**src/rtl/riscv_decode_stage.sv**
```systemverilog
// RV32I decode stage: combinational field/immediate decode feeding a two-entry
// skid buffer. All outputs come from the head-entry registers.
module riscv_decode_stage #(
  parameter int XLEN = 32
) (
  input  logic            clk,
  input  logic            rst,
  input  logic            flush,
  input  logic            in_valid,
  output logic            in_ready,
  input  logic [31:0]     inst,
  input  logic [XLEN-1:0] pc,
  output logic            out_valid,
  input  logic            out_ready,
  output logic [XLEN-1:0] out_pc,
  output logic [6:0]      opcode,
  output logic [4:0]      rd,
  output logic [2:0]      funct3,
  output logic [4:0]      rs1,
  output logic [4:0]      rs2,
  output logic [6:0]      funct7,
  output logic [2:0]      fmt,
  output logic [XLEN-1:0] imm,
  output logic            rd_we,
  output logic            illegal
);

  typedef enum logic [2:0] {
    FMT_R   = 3'd0,
    FMT_I   = 3'd1,
    FMT_S   = 3'd2,
    FMT_B   = 3'd3,
    FMT_U   = 3'd4,
    FMT_J   = 3'd5,
    FMT_ILL = 3'd7
  } fmt_e;

  typedef struct packed {
    logic [31:0]     inst;
    logic [XLEN-1:0] pc;
    logic [XLEN-1:0] imm;
    fmt_e            fmt;
    logic            rd_we;
    logic            illegal;
  } entry_t;

  entry_t     dec;
  entry_t     slot0_q, slot0_d;
  entry_t     slot1_q, slot1_d;
  logic [1:0] count_q, count_d;
  logic       accept;
  logic       pop;

  always_comb begin
    dec      = '0;
    dec.inst = inst;
    dec.pc   = pc;
    if (inst[1:0] != 2'b11) begin
      dec.fmt = FMT_ILL;
    end else begin
      case (inst[6:0])
        7'b0110011:                                                 dec.fmt = FMT_R;
        7'b0010011, 7'b0000011, 7'b1100111, 7'b1110011, 7'b0001111: dec.fmt = FMT_I;
        7'b0100011:                                                 dec.fmt = FMT_S;
        7'b1100011:                                                 dec.fmt = FMT_B;
        7'b0110111, 7'b0010111:                                     dec.fmt = FMT_U;
        7'b1101111:                                                 dec.fmt = FMT_J;
        default:                                                    dec.fmt = FMT_ILL;
      endcase
    end
    // Fill with the sign bit first, then overlay the format-specific low bits.
    dec.imm = {XLEN{inst[31]}};
    case (dec.fmt)
      FMT_I:   dec.imm[11:0] = inst[31:20];
      FMT_S:   dec.imm[11:0] = {inst[31:25], inst[11:7]};
      FMT_B:   dec.imm[12:0] = {inst[31], inst[7], inst[30:25], inst[11:8], 1'b0};
      FMT_U:   dec.imm[31:0] = {inst[31:12], 12'b0};
      FMT_J:   dec.imm[20:0] = {inst[31], inst[19:12], inst[20], inst[30:21], 1'b0};
      default: dec.imm       = '0;
    endcase
    dec.illegal = (dec.fmt == FMT_ILL);
    dec.rd_we   = ((dec.fmt == FMT_R) || (dec.fmt == FMT_I) ||
                   (dec.fmt == FMT_U) || (dec.fmt == FMT_J)) && (inst[11:7] != 5'd0);
  end

  assign in_ready  = (count_q != 2'd2);
  assign out_valid = (count_q != 2'd0);
  assign accept    = in_valid & in_ready;
  assign pop       = out_valid & out_ready;

  // Slot 0 is always the head; a pop shifts slot 1 forward.
  always_comb begin
    count_d = count_q;
    slot0_d = slot0_q;
    slot1_d = slot1_q;
    if (flush) begin
      count_d = 2'd0;
    end else begin
      case ({accept, pop})
        2'b10: begin
          if (count_q == 2'd0) slot0_d = dec;
          else                 slot1_d = dec;
          count_d = count_q + 2'd1;
        end
        2'b01: begin
          slot0_d = slot1_q;
          count_d = count_q - 2'd1;
        end
        2'b11: begin
          slot0_d = (count_q == 2'd1) ? dec : slot1_q;
          slot1_d = dec;
        end
        default: ;
      endcase
    end
  end

  always_ff @(posedge clk) begin
    if (rst) begin
      count_q <= 2'd0;
      slot0_q <= '0;
      slot1_q <= '0;
    end else begin
      count_q <= count_d;
      slot0_q <= slot0_d;
      slot1_q <= slot1_d;
    end
  end

  assign out_pc  = slot0_q.pc;
  assign opcode  = slot0_q.inst[6:0];
  assign rd      = slot0_q.inst[11:7];
  assign funct3  = slot0_q.inst[14:12];
  assign rs1     = slot0_q.inst[19:15];
  assign rs2     = slot0_q.inst[24:20];
  assign funct7  = slot0_q.inst[31:25];
  assign fmt     = slot0_q.fmt;
  assign imm     = slot0_q.imm;
  assign rd_we   = slot0_q.rd_we;
  assign illegal = slot0_q.illegal;

endmodule
```
**config.mk**
```make
export PLATFORM = sky130hd
export DESIGN_NAME = riscv_decode_stage
export DESIGN_NICKNAME = d
export VERILOG_FILES = /design/src/rtl/riscv_decode_stage.sv
export SDC_FILE = /design/constraint.sdc
export NUM_CORES = 1
export LEC_CHECK = 0
export CORE_ASPECT_RATIO = 0.8
export CORE_MARGIN = 1
export CORE_UTILIZATION = 35
export CTS_CLUSTER_SIZE = 16
export DETAILED_ROUTE_END_ITERATION = 10
export GPL_TIMING_DRIVEN = 0
export PLACE_DENSITY = 0.69
export SYNTH_ARGS = -nofsm -noshare
export SYNTH_HDL_FRONTEND = slang
export SYNTH_SLANG_ARGS = --single-unit
export TNS_END_PERCENT = 20
```
**constraint.sdc**
```tcl
create_clock -name clk -period 2.85 [get_ports clk]
set_input_delay 0.4275 -clock clk [delete_from_list [all_inputs] [get_ports clk]]
set_output_delay 0.4275 -clock clk [all_outputs]
set_load 0.01 [all_outputs]
```
==> impl_results.html, run 1 <==
<table>
<tr><th>Metric</th><th>Value</th></tr>
<tr><th colspan="2">Outcome</th></tr>
<tr><td>Outcome</td><td>finished clean</td></tr>
<tr><th colspan="2">Critical path</th></tr>
<tr><td>CP required</td><td>3.28 ns</td></tr>
<tr><td>Critical path buffers and inverters</td><td>3</td></tr>
<tr><td>Cell breakdown of the critical path</td><td>inv_1 -&gt; ha_1 -&gt; nand2b_1 -&gt; ha_1 -&gt; nor2_1 -&gt; and2_1 -&gt; buf_2 -&gt; clkbuf_1 -&gt; o21ai_0 -&gt; nor2_1</td></tr>
<tr><td>Crit path launch type</td><td>register</td></tr>
<tr><td>Critical Path Sink Type</td><td>register</td></tr>
<tr><td>Crit Reg-Reg Endpoint</td><td>imm[31]</td></tr>
<tr><td>Worst reg-to-reg path cell count</td><td>10</td></tr>
<tr><td>Worst EP arrival</td><td>3.10 ns</td></tr>
<tr><td>Slowest stage cell, crit path</td><td>clkbuf_1</td></tr>
<tr><td>Classification of the worst setup path</td><td>reg2reg</td></tr>
<tr><td>Family with the most delay on the worst path</td><td>buffers and inverters</td></tr>
<tr><td>Slack of the worst reg-to-reg path</td><td>~0.18 ns</td></tr>
<tr><td>Max stage delay on crit path</td><td>0.47 ns</td></tr>
<tr><td>Startpoint of the worst-slack reg-to-reg timing path</td><td>count_q[0]</td></tr>
<tr><td>Maximum fanout along the worst path</td><td>10</td></tr>
<tr><th colspan="2">CTS</th></tr>
<tr><td>CTS tree</td><td>yes</td></tr>
<tr><td>Level count of the clock H-tree</td><td>1</td></tr>
<tr><td>Clock transition at path regs</td><td>0.06 ns</td></tr>
<tr><td>Clock latency reported for the late side of the worst-skew pair</td><td>0.50 ns</td></tr>
<tr><td>Maximum buffer depth of the clock tree</td><td>3</td></tr>
<tr><td>CTS Buf Count</td><td>22</td></tr>
<tr><td>Clock Sink Count</td><td>204</td></tr>
<tr><td>Cell chosen for the clock root</td><td>clkbuf_16</td></tr>
<tr><th colspan="2">Routing</th></tr>
<tr><td>Pre-Repair DR Iteration Count</td><td>6</td></tr>
<tr><td>DRC errors left</td><td>0</td></tr>
<tr><td>Routed wire length per instance</td><td>19.1 um</td></tr>
<tr><td>Number of nets with antenna violations after detailed routing</td><td>0</td></tr>
<tr><td>Post-Route WL</td><td>approximately 30000 um</td></tr>
<tr><td>Vias per inst</td><td>5.57</td></tr>
<tr><td>First-iteration detailed-routing DRC count</td><td>730</td></tr>
<tr><td>Vias after detailed routing</td><td>between 8000 and 9000</td></tr>
<tr><th colspan="2">Logic synthesis</th></tr>
<tr><td>Area of the mapped netlist</td><td>just under 9000 sq um</td></tr>
<tr><td>Share of the yosys chip area belonging to registers</td><td>0.466</td></tr>
<tr><td>Dominant combinational cell family by area after synthesis</td><td>compound AO/OA/AOI/OAI gates</td></tr>
<tr><td>Adder-cell share of the synthesized area</td><td>0.0100</td></tr>
<tr><td>EDFF count, synth</td><td>0</td></tr>
<tr><td>Mux cell area share after synthesis</td><td>0.00229</td></tr>
<tr><td>Synth Area in Simple Gates</td><td>0.193</td></tr>
<tr><td>Register bit count reported by yosys</td><td>204</td></tr>
<tr><td>Post-Synthesis Cells</td><td>about 1100</td></tr>
<tr><td>Async set-or-reset flop fraction in the synthesized netlist</td><td>0</td></tr>
<tr><td>Mean instance size in the synthesized netlist</td><td>8.15 sq um</td></tr>
<tr><td>Number of nets produced by synthesis</td><td>roughly 1200</td></tr>
<tr><td>Fraction of the mapped netlist area in compound gates</td><td>0.273</td></tr>
<tr><td>Warnings, synthesis</td><td>0</td></tr>
<tr><td>Xor-xnor portion of the synthesized cell area</td><td>0.00300</td></tr>
<tr><td>Top flip-flop cell by instance count after synthesis</td><td>dfxtp_1</td></tr>
<tr><td>Number of distinct library cells after synthesis</td><td>56</td></tr>
<tr><th colspan="2">Die</th></tr>
<tr><td>Die outline height</td><td>143 um</td></tr>
<tr><td># IOs</td><td>between 150 and 200</td></tr>
<tr><td>Floorplan core area</td><td>24400 sq um</td></tr>
<tr><td>Horizontal die dimension</td><td>179 um</td></tr>
<tr><td>Row count</td><td>51</td></tr>
<tr><td>Die area</td><td>25700 sq um</td></tr>
<tr><td>Effective utilization at floorplan</td><td>0.358</td></tr>
<tr><th colspan="2">Global routing</th></tr>
<tr><td>Overflow after GRT</td><td>0</td></tr>
<tr><td>Number of antenna violations at the first check in global routing</td><td>0</td></tr>
<tr><td>Wire length of the first global-routing pass</td><td>47200 um</td></tr>
<tr><td>Number of global-route vias before repair</td><td>8396</td></tr>
<tr><td>Maximum number of pins on one net before global-route repair</td><td>14</td></tr>
<tr><td>Total GRT Usage</td><td>0.235</td></tr>
<tr><th colspan="2">Timing</th></tr>
<tr><td>Final hold viol count</td><td>0</td></tr>
<tr><td>Worst max-slew margin expressed relative to the limit</td><td>0.507</td></tr>
<tr><td>Ratio of final minimum period to clock period</td><td>0.938</td></tr>
<tr><td>Slew @ Worst Pin</td><td>approximately 0.74 ns</td></tr>
<tr><td>Achievable frequency</td><td>374 MHz</td></tr>
<tr><td>Setup-violating endpoint count in the final report</td><td>0</td></tr>
<tr><td>TNS Setup</td><td>0 ns</td></tr>
<tr><td>Setup repair after global routing missed its margin</td><td>true</td></tr>
<tr><td>Hold Slack</td><td>0.428 ns</td></tr>
<tr><td>Max Slew Vio Count</td><td>0</td></tr>
<tr><td>Clock period minus worst slack</td><td>2.67 ns</td></tr>
<tr><td>Clock skew</td><td>0.00838 ns</td></tr>
<tr><th colspan="2">Placement</th></tr>
<tr><td>Number of buffer cells added on primary ports</td><td>168</td></tr>
<tr><td>Cell count after placement</td><td>1561</td></tr>
<tr><td>Detailed Place HPWL</td><td>22500 um</td></tr>
<tr><td>Gpl congestion</td><td>0.959</td></tr>
<tr><td>Post-detailed-placement cell area</td><td>10800 sq um</td></tr>
<tr><th colspan="2">Worst hold path</th></tr>
<tr><td>Worst min path class</td><td>in2reg</td></tr>
<tr><td>Sink of the worst hold path</td><td>slot1_q[100]</td></tr>
<tr><td>WHS Path Cells</td><td>3</td></tr>
<tr><td>Startpoint of the tightest hold check path</td><td>inst[31]</td></tr>
<tr><th colspan="2">Finish</th></tr>
<tr><td>Non-filler cells in the finished layout</td><td>between 1500 and 2000</td></tr>
<tr><td>Post-route cell area</td><td>11600 sq um</td></tr>
<tr><td>Post-route core utilization</td><td>0.476</td></tr>
<tr><td>Antenna diodes</td><td>0</td></tr>
<tr><td>Syn-to-layout area delta</td><td>32.7%</td></tr>
<tr><td>Final net count</td><td>1343</td></tr>
<tr><td>Fill cell instance count of the final layout</td><td>2363</td></tr>
<tr><td>Ratio of cells with drive above 1 in the final layout</td><td>0.0882</td></tr>
<tr><th colspan="2">Power</th></tr>
<tr><td>Power per Cell Area</td><td>636 nW/um^2</td></tr>
<tr><td>Static power due to leakage</td><td>around 0.0041 uW</td></tr>
<tr><td>Peak supply drop</td><td>0.340 mV</td></tr>
<tr><th colspan="2">Run</th></tr>
<tr><td>Max_cap viols</td><td>0</td></tr>
</table>
## per-stage QoR
stage               total power (uW)  setup slack (ns)
floorplan                       3840             0.652
global placement                4490            -0.222
detailed placement              4500            -0.243
CTS                             7420            0.0273
global route                    7680           -0.0470
finish                          7390             0.178
## metal layers
layer / part of all wire / global-route usage / up-vias / wire length [um]
met4: 0.023 / 0.0660 / 0 / 692
li1: - / - / 4239 / -
met2: 0.42 / 0.346 / 445 / 12900
met3: 0.10 / 0.0468 / 49 / 3110
met5: 0 / 0 / - / 0
met1: 0.45 / 0.344 / 4176 / 13800
## what timing repair did
| item | 4_1_cts | 5_1_grt |
|---|---|---|
| hold buffers | 0 | 0 |
| resized for setup | 2 | 48 |
| endpoints found under the setup margin | 20 | 163 |
| buffers inserted | 0 | 0 |
| endpoints found under the hold margin | 0 | 0 |
## state kept, by name, summed over array words and instances (netlist names)
| name | cells |
|---|---|
| funct7 | 7 |
| rs2 | 5 |
| funct3 | 3 |
| opcode | 7 |
| rd | 5 |
| count_q | 2 |
| illegal | 1 |
| fmt | 3 |
| rs1 | 5 |
| out_pc | 32 |
| slot1_q | 101 |
| rd_we | 1 |
| imm | 32 |
## cell type report
| type | instances | area (sq um) | share of cell area |
|---|---|---|---|
| clock inverter | 6 | 108 | 0.00926 |
| buffer | 98 | 448 | 0.0385 |
| timing repair buffer | 168 | 1680 | 0.145 |
| sequential | 204 | 4080 | 0.351 |
| inverter | 13 | 48.8 | 0.00420 |
| clock buffer | 32 | 629 | 0.0542 |
| tap | 318 | 398 | 0.0342 |
| multi-input combinational | 760 | 4230 | 0.364 |
## where the power goes
part	leakage (uW)	total [uW]	switching [uW]	internal, uW
logic	0.00209	1310	742	567
registers	0.00166	3150	108	3040
clock network	0.000356	2930	1140	1800
total	0.00411	7390	1980	5410
## kinds of logic after synthesis
family                     after synthesis
muxes                                    2
AOI/OAI and AO/OA                      369
xor gates and xnor gates                 3
adders and majority gates                7
buffers and inverters                  111
DFF                                    204
and+or+nand+nor                        379
## worst min-delay path, delay by kind of cell
kind | cells | cell delay (ns)
simple gates | 1 | 0.13
compound gates | 1 | 0.06
buf+inv | 1 | 0.26
## worst max-delay path by stage
stage	depth (start not counted)	startpoint	to
after CTS	10	count_q[0]	slot1_q[89]
after detailed placement	10	out_ready	slot1_q[34]
after floorplan	11	count_q[0]	illegal
final	10	count_q[0]	imm[31]
after global routing	10	count_q[0]	funct7[4]
after global placement	10	out_ready	slot1_q[33]
## placed cells by master, fill, tap and decap left out, drive strengths merged, types with 4 or more instances in the layout
cell type	Yosys	layout
a22oi	8	8
nand3	16	16
dfxtp	204	204
o21ai	84	84
a221oi	68	68
nor4	4	4
nor2	85	85
nand2	163	163
o211ai	9	9
a31oi	4	4
clkbuf	66	104
ha	7	7
and3	4	4
o21bai	7	7
nor3	68	68
nor3b	5	5
o31ai	4	4
nor2b	5	5
nand2b	6	6
inv	13	13
clkdlybuf4s50	0	168
and2	15	15
a211oi	4	4
a21oi	158	158
buf	32	26
## synth_stat cells, types with 3 or more instances
library cell	count	area share
o31ai_1	4	0.0034
o211ai_1	9	0.0077
a21oi_1	146	0.083
and3_1	4	0.0029
ha_1	7	0.010
inv_1	13	0.0056
clkbuf_1	66	0.028
nor4_1	4	0.0029
and2_1	15	0.011
nor3b_1	4	0.0034
o21bai_1	7	0.0060
a31oi_1	4	0.0029
nand2_1	163	0.070
a211oi_1	4	0.0034
nor2b_1	5	0.0036
buf_1	10	0.0043
a32o_1	3	0.0034
nand2b_1	6	0.0043
o21ai_2	11	0.011
a21o_1	3	0.0026
o21ai_0	57	0.033
nor2_1	84	0.036
a22oi_1	8	0.0069
dfxtp_1	204	0.47
buf_2	19	0.011
nor3_1	65	0.037
a21oi_2	11	0.011
a221oi_1	68	0.068
nand3_1	16	0.0091
nor3_2	3	0.0034
o21ai_1	16	0.0091
Power figures use the tool's default switching activity.
==> run 2: changes to the inputs <==
--- a/config.mk
+++ b/config.mk
@@ -8,7 +8,8 @@
 export CORE_ASPECT_RATIO = 0.8
 export CORE_MARGIN = 1
 export CORE_UTILIZATION = 35
-export CTS_CLUSTER_SIZE = 16
+export CTS_CLUSTER_DIAMETER = 200
+export CTS_CLUSTER_SIZE = 28
 export DETAILED_ROUTE_END_ITERATION = 10
 export GPL_TIMING_DRIVEN = 0
 export PLACE_DENSITY = 0.69
==> impl_results.html, run 2 (same netlist as run 1, synthesis figures left out) <==
<table>
<tr><th>Metric</th><th>Value</th></tr>
<tr><th colspan="2">Finish</th></tr>
<tr><td>Ratio of cells with drive above 1 in the final layout</td><td>0.0773 (was 0.0882)</td></tr>
<tr><td>Area used by multi-input combinational logic</td><td>4240 sq um (was 4230 sq um)</td></tr>
<tr><td>Flip-flop count of the largest register after layout</td><td>101 (unchanged)</td></tr>
<tr><td>Non-filler cells in the finished layout</td><td>1573 (was 1599)</td></tr>
<tr><td>Antenna diodes</td><td>0 (unchanged)</td></tr>
<tr><td>Final net count</td><td>1332 (was 1343)</td></tr>
<tr><td>Register with the highest flop count</td><td>slot1_q (unchanged)</td></tr>
<tr><td>Post-route cell area</td><td>11200 sq um (was 11600 sq um)</td></tr>
<tr><td>Post-route core utilization</td><td>0.458 (was 0.476)</td></tr>
<tr><td>Highest-count cells in the layout ignoring fill and taps</td><td>dfxtp_1, clkdlybuf4s50_1, nand2_1, a21oi_1, nor2_1 (unchanged)</td></tr>
<tr><td>Most common library cell in the layout ignoring fill and taps</td><td>dfxtp_1 (unchanged)</td></tr>
<tr><td>Syn-to-layout area delta</td><td>27.8% (was 32.7%)</td></tr>
<tr><td>Sequential standard cell area</td><td>4080 sq um (unchanged)</td></tr>
<tr><td>Fill cell instance count of the final layout</td><td>2415 (was 2363)</td></tr>
<tr><th colspan="2">Routing</th></tr>
<tr><td>Pre-Repair DR Iteration Count</td><td>5 (was 6)</td></tr>
<tr><td>Vias after detailed routing</td><td>8798 (was 8909)</td></tr>
<tr><td>Vias per inst</td><td>5.59 (was 5.57)</td></tr>
<tr><td>First-iteration detailed-routing DRC count</td><td>756 (was 730)</td></tr>
<tr><td>DRC errors left</td><td>0 (unchanged)</td></tr>
<tr><td>Number of nets with antenna violations after detailed routing</td><td>0 (unchanged)</td></tr>
<tr><td>Routed wire length per instance</td><td>19.3 um (was 19.1 um)</td></tr>
<tr><td>Post-Route WL</td><td>30400 um (was 30500 um)</td></tr>
<tr><th colspan="2">Critical path</th></tr>
<tr><td>Critical Path Sink Type</td><td>register (unchanged)</td></tr>
<tr><td>Classification of the worst setup path</td><td>reg2reg (unchanged)</td></tr>
<tr><td>CP required</td><td>3.19 ns (was 3.28 ns)</td></tr>
<tr><td>Crit path launch type</td><td>register (unchanged)</td></tr>
<tr><td>Worst EP arrival</td><td>3.03 ns (was 3.10 ns)</td></tr>
<tr><td>Maximum fanout along the worst path</td><td>7 (was 10)</td></tr>
<tr><th colspan="2">Timing</th></tr>
<tr><td>Achievable frequency</td><td>372 MHz (was 374 MHz)</td></tr>
<tr><td>Worst max-slew margin expressed relative to the limit</td><td>0.514 (was 0.507)</td></tr>
<tr><td>Setup-violating endpoint count in the final report</td><td>0 (unchanged)</td></tr>
<tr><td>Hold Slack</td><td>0.437 ns (was 0.428 ns)</td></tr>
<tr><td>Slew @ Worst Pin</td><td>0.729 ns (was 0.739 ns)</td></tr>
<tr><td>Final hold viol count</td><td>0 (unchanged)</td></tr>
<tr><td>Setup repair after global routing missed its margin</td><td>true (unchanged)</td></tr>
<tr><td>Clock skew</td><td>0.0354 ns (was 0.00838 ns)</td></tr>
<tr><td>Ratio of final minimum period to clock period</td><td>0.943 (was 0.938)</td></tr>
<tr><td>Max Slew Vio Count</td><td>0 (unchanged)</td></tr>
<tr><td>Clock period minus worst slack</td><td>2.69 ns (was 2.67 ns)</td></tr>
<tr><td>Setup slack after layout</td><td>0.164 ns (was 0.178 ns)</td></tr>
<tr><th colspan="2">CTS</th></tr>
<tr><td>Cell chosen for the clock root</td><td>clkbuf_16 (unchanged)</td></tr>
<tr><td>CTS tree</td><td>yes (unchanged)</td></tr>
<tr><td>Clock latency reported for the late side of the worst-skew pair</td><td>0.47 ns (was 0.50 ns)</td></tr>
<tr><td>Clock transition at path regs</td><td>0.11 ns (was 0.06 ns)</td></tr>
<tr><td>Clock Sink Count</td><td>204 (unchanged)</td></tr>
<tr><td>CTS Buf Count</td><td>11 (was 22)</td></tr>
<tr><td>Maximum buffer depth of the clock tree</td><td>3 (unchanged)</td></tr>
<tr><td>Level count of the clock H-tree</td><td>1 (unchanged)</td></tr>
<tr><th colspan="2">Global routing</th></tr>
<tr><td>Overflow after GRT</td><td>0 (unchanged)</td></tr>
<tr><td>Total GRT Usage</td><td>0.234 (was 0.235)</td></tr>
<tr><td>Maximum number of pins on one net before global-route repair</td><td>29 (was 14)</td></tr>
<tr><td>Number of global-route vias before repair</td><td>8258 (was 8396)</td></tr>
<tr><td>Number of antenna violations at the first check in global routing</td><td>0 (unchanged)</td></tr>
<tr><td>Wire length of the first global-routing pass</td><td>46900 um (was 47200 um)</td></tr>
<tr><th colspan="2">Placement</th></tr>
<tr><td>Gpl congestion</td><td>0.959 (unchanged)</td></tr>
<tr><td>Number of buffer cells added on primary ports</td><td>168 (unchanged)</td></tr>
<tr><td>Post-place setup slack</td><td>-0.243 ns (unchanged)</td></tr>
<tr><td>Post-detailed-placement cell area</td><td>10800 sq um (unchanged)</td></tr>
<tr><td>Detailed Place HPWL</td><td>22500 um (unchanged)</td></tr>
<tr><td>Cell count after placement</td><td>1561 (unchanged)</td></tr>
<tr><th colspan="2">Power</th></tr>
<tr><td>Switching part of the total</td><td>0.296 (was 0.268)</td></tr>
<tr><td>Sequential power share</td><td>0.512 (was 0.426)</td></tr>
<tr><td>Static power due to leakage</td><td>0.00390 uW (was 0.00411 uW)</td></tr>
<tr><td>Proportion of power drawn by the clock network</td><td>0.275 (was 0.397)</td></tr>
<tr><td>Internal power consumption</td><td>4330 uW (was 5410 uW)</td></tr>
<tr><td>Power per Cell Area</td><td>549 nW/um^2 (was 636 nW/um^2)</td></tr>
<tr><td>Combinational Power Share</td><td>0.213 (was 0.177)</td></tr>
<tr><td>Power dissipated by switching net loads</td><td>1820 uW (was 1980 uW)</td></tr>
<tr><td>Peak supply drop</td><td>0.396 mV (was 0.340 mV)</td></tr>
<tr><th colspan="2">Die</th></tr>
<tr><td>Row count</td><td>51 (unchanged)</td></tr>
<tr><td># IOs</td><td>172 (unchanged)</td></tr>
<tr><td>Horizontal die dimension</td><td>179 um (unchanged)</td></tr>
<tr><td>Floorplan core area</td><td>24400 sq um (unchanged)</td></tr>
<tr><td>Effective utilization at floorplan</td><td>0.358 (unchanged)</td></tr>
<tr><td>Die area</td><td>25700 sq um (unchanged)</td></tr>
<tr><td>Die outline height</td><td>143 um (unchanged)</td></tr>
<tr><th colspan="2">Run</th></tr>
<tr><td>Max_cap viols</td><td>0 (unchanged)</td></tr>
<tr><th colspan="2">Worst hold path</th></tr>
<tr><td>Worst min path class</td><td>in2reg (unchanged)</td></tr>
<tr><th colspan="2">Outcome</th></tr>
<tr><td>Outcome</td><td>finished clean (unchanged)</td></tr>
</table>
run 2: cell types whose count changed in the layout (fill, tap and decap cells not counted), moves of 2 or more:
| cell | change |
|---|---|
| clkinv_2 | -2 |
| clkbuf_4 | +2 |
| clkbuf_16 | -12 |
| buf_2 | -2 |
| clkbuf_1 | -8 |
| bufinv_16 | -3 |
| clkbuf_8 | -2 |
run 2: power by group through the flow:
| stage | clock [uW] | sequential (uW) | combinational [uW] |
|---|---|---|---|
| after detailed placement | 0 | 3210 | 1290 |
| after global placement | 0 | 3210 | 1280 |
| final | 1690 | 3150 | 1310 |
| after global routing | 1820 | 3170 | 1420 |
| after floorplan | 0 | 3260 | 581 |
| after CTS | 1720 | 3150 | 1300 |
run 2: per-stage QoR:
| step | setup TNS, ns | power [uW] |
|---|---|---|
| final | 0 | 6150 |
| after global routing | -0.341 | 6410 |
| after CTS | 0 | 6160 |
| after detailed placement | -8.27 | 4500 |
| after global placement | -6.50 | 4490 |
| after floorplan | 0 | 3840 |
run 2: path summary, 6_finish.rpt:
check | from | endpoint | slack [ns] | cells after the start
max reg2reg | count_q[0] | imm[15] | 0.16 | 9
max | count_q[0] | imm[15] | 0.16 | 9
min | inst[31] | slot1_q[100] | 0.44 | 3
min reg2reg | slot1_q[99] | slot1_q[99] | 0.46 | 2
run 2: layout make-up:
cell class / count / area share
multi-input combinational: 760 / 0.378
buffer: 98 / 0.0405
clock inverter: 1 / 0.00179
clock buffer: 11 / 0.0246
sequential: 204 / 0.365
timing repair buffer: 168 / 0.150
inverter: 13 / 0.00436
tap: 318 / 0.0355
run 2: per-layer routing:
metal,track usage,vias to the layer above,wire length (um)
met4,0.0589,0,684
met2,0.342,425,12800
met1,0.342,4139,14000
met3,0.0521,42,2960
li1,-,4192,-
met5,0,-,0
run 2: critical path: stages (launching register included):
cell,delay (ns)
dfxtp_1,0.35
inv_1,0.08
ha_1,0.18
nand2b_1,0.21
inv_1,0.11
ha_1,0.24
a21oi_1,0.58
nor2_1,0.23
a21oi_2,0.42
a21oi_1,0.15
run 2: repair_timing:
item	in CTS	in global routing
gates resized for setup	2	54
setup buffers	0	0
endpoints found under the setup margin	20	166
hold buffers	0	0
==> run 3: changes to the inputs <==
--- a/config.mk
+++ b/config.mk
@@ -7,12 +7,12 @@
 export LEC_CHECK = 0
 export CORE_ASPECT_RATIO = 0.8
 export CORE_MARGIN = 1
-export CORE_UTILIZATION = 35
+export CORE_UTILIZATION = 52
 export CTS_CLUSTER_DIAMETER = 200
 export CTS_CLUSTER_SIZE = 28
 export DETAILED_ROUTE_END_ITERATION = 10
 export GPL_TIMING_DRIVEN = 0
-export PLACE_DENSITY = 0.69
+export PLACE_DENSITY = 0.91
 export SYNTH_ARGS = -nofsm -noshare
 export SYNTH_HDL_FRONTEND = slang
 export SYNTH_SLANG_ARGS = --single-unit
==> impl_results.html, run 3 (same netlist as run 1, synthesis figures left out) <==
<table>
<tr><th>Metric</th><th>Value</th></tr>
<tr><th colspan="2">CTS</th></tr>
<tr><td>Cell chosen for the clock root</td><td>clkbuf_16 (unchanged)</td></tr>
<tr><td>Clock transition at path regs</td><td>0.11 ns (about the same)</td></tr>
<tr><td>Maximum buffer depth of the clock tree</td><td>3 (unchanged)</td></tr>
<tr><td>CTS Buf Count</td><td>11 (unchanged)</td></tr>
<tr><td>CTS tree</td><td>yes (unchanged)</td></tr>
<tr><td>Clock Sink Count</td><td>204 (unchanged)</td></tr>
<tr><td>Clock latency reported for the late side of the worst-skew pair</td><td>0.47 ns (about the same)</td></tr>
<tr><td>Level count of the clock H-tree</td><td>1 (unchanged)</td></tr>
<tr><td>Number of hold-repair buffers added at the cts stage</td><td>0 (unchanged)</td></tr>
<tr><th colspan="2">Outcome</th></tr>
<tr><td>Violated checks</td><td>negative setup slack</td></tr>
<tr><td>Outcome</td><td>finished, violations left (was finished clean)</td></tr>
<tr><th colspan="2">Finish</th></tr>
<tr><td>Flip-flop count of the largest register after layout</td><td>101 (unchanged)</td></tr>
<tr><td>Antenna diodes</td><td>0 (unchanged)</td></tr>
<tr><td>Syn-to-layout area delta</td><td>26.2% (was 27.8%)</td></tr>
<tr><td>Non-filler cells in the finished layout</td><td>1475 (was 1573)</td></tr>
<tr><td>Post-route cell area</td><td>11100 sq um (was 11200 sq um)</td></tr>
<tr><td>Ratio of cells with drive above 1 in the final layout</td><td>0.0733 (was 0.0773)</td></tr>
<tr><td>Final net count</td><td>1332 (unchanged)</td></tr>
<tr><td>Register with the highest flop count</td><td>slot1_q (unchanged)</td></tr>
<tr><td>Highest-count cells in the layout ignoring fill and taps</td><td>dfxtp_1, clkdlybuf4s50_1, nand2_1, a21oi_1, nor2_1 (unchanged)</td></tr>
<tr><td>Most common library cell in the layout ignoring fill and taps</td><td>dfxtp_1 (unchanged)</td></tr>
<tr><th colspan="2">Die</th></tr>
<tr><td># IOs</td><td>172 (unchanged)</td></tr>
<tr><td>Floorplan core area</td><td>16500 sq um (was 24400 sq um)</td></tr>
<tr><td>Die outline height</td><td>118 um (was 143 um)</td></tr>
<tr><td>Row count</td><td>42 (was 51)</td></tr>
<tr><td>Horizontal die dimension</td><td>147 um (was 179 um)</td></tr>
<tr><td>Effective utilization at floorplan</td><td>0.531 (was 0.358)</td></tr>
<tr><td>Die area</td><td>17400 sq um (was 25700 sq um)</td></tr>
<tr><th colspan="2">Timing</th></tr>
<tr><td>Slew @ Worst Pin</td><td>0.732 ns (was 0.729 ns)</td></tr>
<tr><td>Achievable frequency</td><td>346 MHz (was 372 MHz)</td></tr>
<tr><td>Final hold viol count</td><td>0 (unchanged)</td></tr>
<tr><td>Ratio of final minimum period to clock period</td><td>1.01 (was 0.943)</td></tr>
<tr><td>Max Slew Vio Count</td><td>0 (unchanged)</td></tr>
<tr><td>Clock skew</td><td>0.0219 ns (was 0.0354 ns)</td></tr>
<tr><td>Setup-violating endpoint count in the final report</td><td>2 (was 0)</td></tr>
<tr><td>Setup repair after global routing missed its margin</td><td>true (unchanged)</td></tr>
<tr><td>Worst max-slew margin expressed relative to the limit</td><td>0.512 (was 0.514)</td></tr>
<tr><td>Setup slack after layout</td><td>-0.0381 ns (was 0.164 ns)</td></tr>
<tr><td>Hold Slack</td><td>0.412 ns (was 0.437 ns)</td></tr>
<tr><td>Clock period minus worst slack</td><td>2.89 ns (was 2.69 ns)</td></tr>
<tr><th colspan="2">Critical path</th></tr>
<tr><td>Critical Path Sink Type</td><td>register (unchanged)</td></tr>
<tr><td>Max stage delay on crit path</td><td>0.50 ns (was 0.58 ns)</td></tr>
<tr><td>Cell breakdown of the critical path</td><td>inv_1 -&gt; ha_1 -&gt; nand2b_1 -&gt; inv_1 -&gt; ha_1 -&gt; nand2_1 -&gt; nand2_1 -&gt; clkbuf_1 -&gt; a21oi_1 -&gt; o41ai_1 (was inv_1 -&gt; ha_1 -&gt; nand2b_1 -&gt; inv_1 -&gt; ha_1 -&gt; a21oi_1 -&gt; nor2_1 -&gt; a21oi_2 -&gt; a21oi_1)</td></tr>
<tr><td>CP required</td><td>3.17 ns (was 3.19 ns)</td></tr>
<tr><td>Family with the most delay on the worst path</td><td>buffers and inverters (was compound AO/OA/AOI/OAI gates)</td></tr>
<tr><td>Worst EP arrival</td><td>3.21 ns (was 3.03 ns)</td></tr>
<tr><td>Slowest stage cell, crit path</td><td>clkbuf_1 (was a21oi_1)</td></tr>
<tr><td>Classification of the worst setup path</td><td>reg2reg (unchanged)</td></tr>
<tr><td>Crit path launch type</td><td>register (unchanged)</td></tr>
<tr><td>Maximum fanout along the worst path</td><td>10 (was 7)</td></tr>
<tr><td>Critical path buffers and inverters</td><td>3 (was 2)</td></tr>
<tr><th colspan="2">Power</th></tr>
<tr><td>Peak supply drop</td><td>0.322 mV (was 0.396 mV)</td></tr>
<tr><td>Total power</td><td>6130 uW (was 6150 uW)</td></tr>
<tr><td>Static power due to leakage</td><td>0.00390 uW (about the same)</td></tr>
<tr><td>Power per Cell Area</td><td>554 nW/um^2 (was 549 nW/um^2)</td></tr>
<tr><th colspan="2">Routing</th></tr>
<tr><td>DRC errors left</td><td>0 (unchanged)</td></tr>
<tr><td>Post-Route WL</td><td>28700 um (was 30400 um)</td></tr>
<tr><td>Vias per inst</td><td>6.30 (was 5.59)</td></tr>
<tr><td>Routed wire length per instance</td><td>19.4 um (was 19.3 um)</td></tr>
<tr><td>First-iteration detailed-routing DRC count</td><td>1188 (was 756)</td></tr>
<tr><td>Vias after detailed routing</td><td>9292 (was 8798)</td></tr>
<tr><td>Pre-Repair DR Iteration Count</td><td>7 (was 5)</td></tr>
<tr><td>Number of nets with antenna violations after detailed routing</td><td>0 (unchanged)</td></tr>
<tr><th colspan="2">Global routing</th></tr>
<tr><td>Wire length of the first global-routing pass</td><td>44600 um (was 46900 um)</td></tr>
<tr><td>Number of antenna violations at the first check in global routing</td><td>0 (unchanged)</td></tr>
<tr><td>Overflow after GRT</td><td>0 (unchanged)</td></tr>
<tr><td>Maximum number of pins on one net before global-route repair</td><td>29 (unchanged)</td></tr>
<tr><td>Number of global-route vias before repair</td><td>8411 (was 8258)</td></tr>
<tr><td>Total GRT Usage</td><td>0.320 (was 0.234)</td></tr>
<tr><th colspan="2">Placement</th></tr>
<tr><td>Gpl congestion</td><td>0.973 (was 0.959)</td></tr>
<tr><td>Number of buffer cells added on primary ports</td><td>168 (unchanged)</td></tr>
<tr><td>Post-detailed-placement cell area</td><td>10700 sq um (was 10800 sq um)</td></tr>
<tr><td>Detailed Place HPWL</td><td>20800 um (was 22500 um)</td></tr>
<tr><td>Cell count after placement</td><td>1463 (was 1561)</td></tr>
<tr><th colspan="2">Worst hold path</th></tr>
<tr><td>Worst min path class</td><td>in2reg (unchanged)</td></tr>
<tr><th colspan="2">Run</th></tr>
<tr><td>Max_cap viols</td><td>0 (unchanged)</td></tr>
</table>
run 3: where the power goes:
part | switching, uW | internal [uW]
sequential | 108 | 3040
clock | 943 | 720
combinational | 747 | 567
total | 1800 | 4330
run 3: final timing paths:
| check | to | cells past startpoint | slack, ns | from |
|---|---|---|---|---|
| worst min register to register | slot1_q[35] | 2 | 0.46 | slot1_q[35] |
| worst max-delay path | imm[0] | 10 | -0.04 | count_q[0] |
| worst min-delay path | slot1_q[100] | 3 | 0.41 | inst[31] |
| worst max register to register | imm[0] | 10 | -0.04 | count_q[0] |
run 3: tightest hold or removal path, stage by stage:
cell	delay (ns)
clkbuf_1	0.24
nand2_1	0.12
a21oi_1	0.06
run 3: what timing repair did:
action                     CTS  global route
hold endpoints to repair     0             0
resized for setup            3            37
buffers inserted             0             0
setup endpoints to repair   13           161
run 3: cell type report:
cell class / instances / area (sq um)
clock inverters: 1 / 20.0
flip-flops and latches: 204 / 4080
fillers: 1369 / 5450
inverters: 13 / 48.8
well taps: 220 / 275
multi-input cells: 760 / 4230
clock buffers: 11 / 275
repair buffers: 168 / 1680
plain buffers: 98 / 443
run 3: through the flow:
| step | util | setup slack (ns) | TNS [ns] |
|---|---|---|---|
| 5_1_grt | 0.670 | -0.163 | -2.33 |
| 4_1_cts | 0.668 | 0.0306 | 0 |
| 3_5_place_dp | 0.649 | -0.146 | -2.81 |
| 6_report | 0.670 | -0.0381 | -0.0532 |
| 3_3_place_gp | 0.649 | -0.0907 | -1.03 |
| 2_1_floorplan | - | 0.652 | 0 |
run 3: per-layer routing:
layer  share of wire  up-vias  track usage  wire, um
met4           0.038        0        0.112      1100
met1            0.40     4316        0.458     11500
met3            0.14      129       0.0764      3900
met2            0.42      642        0.466     12200
li1                -     4205            -         -
met5               0        -            0         0
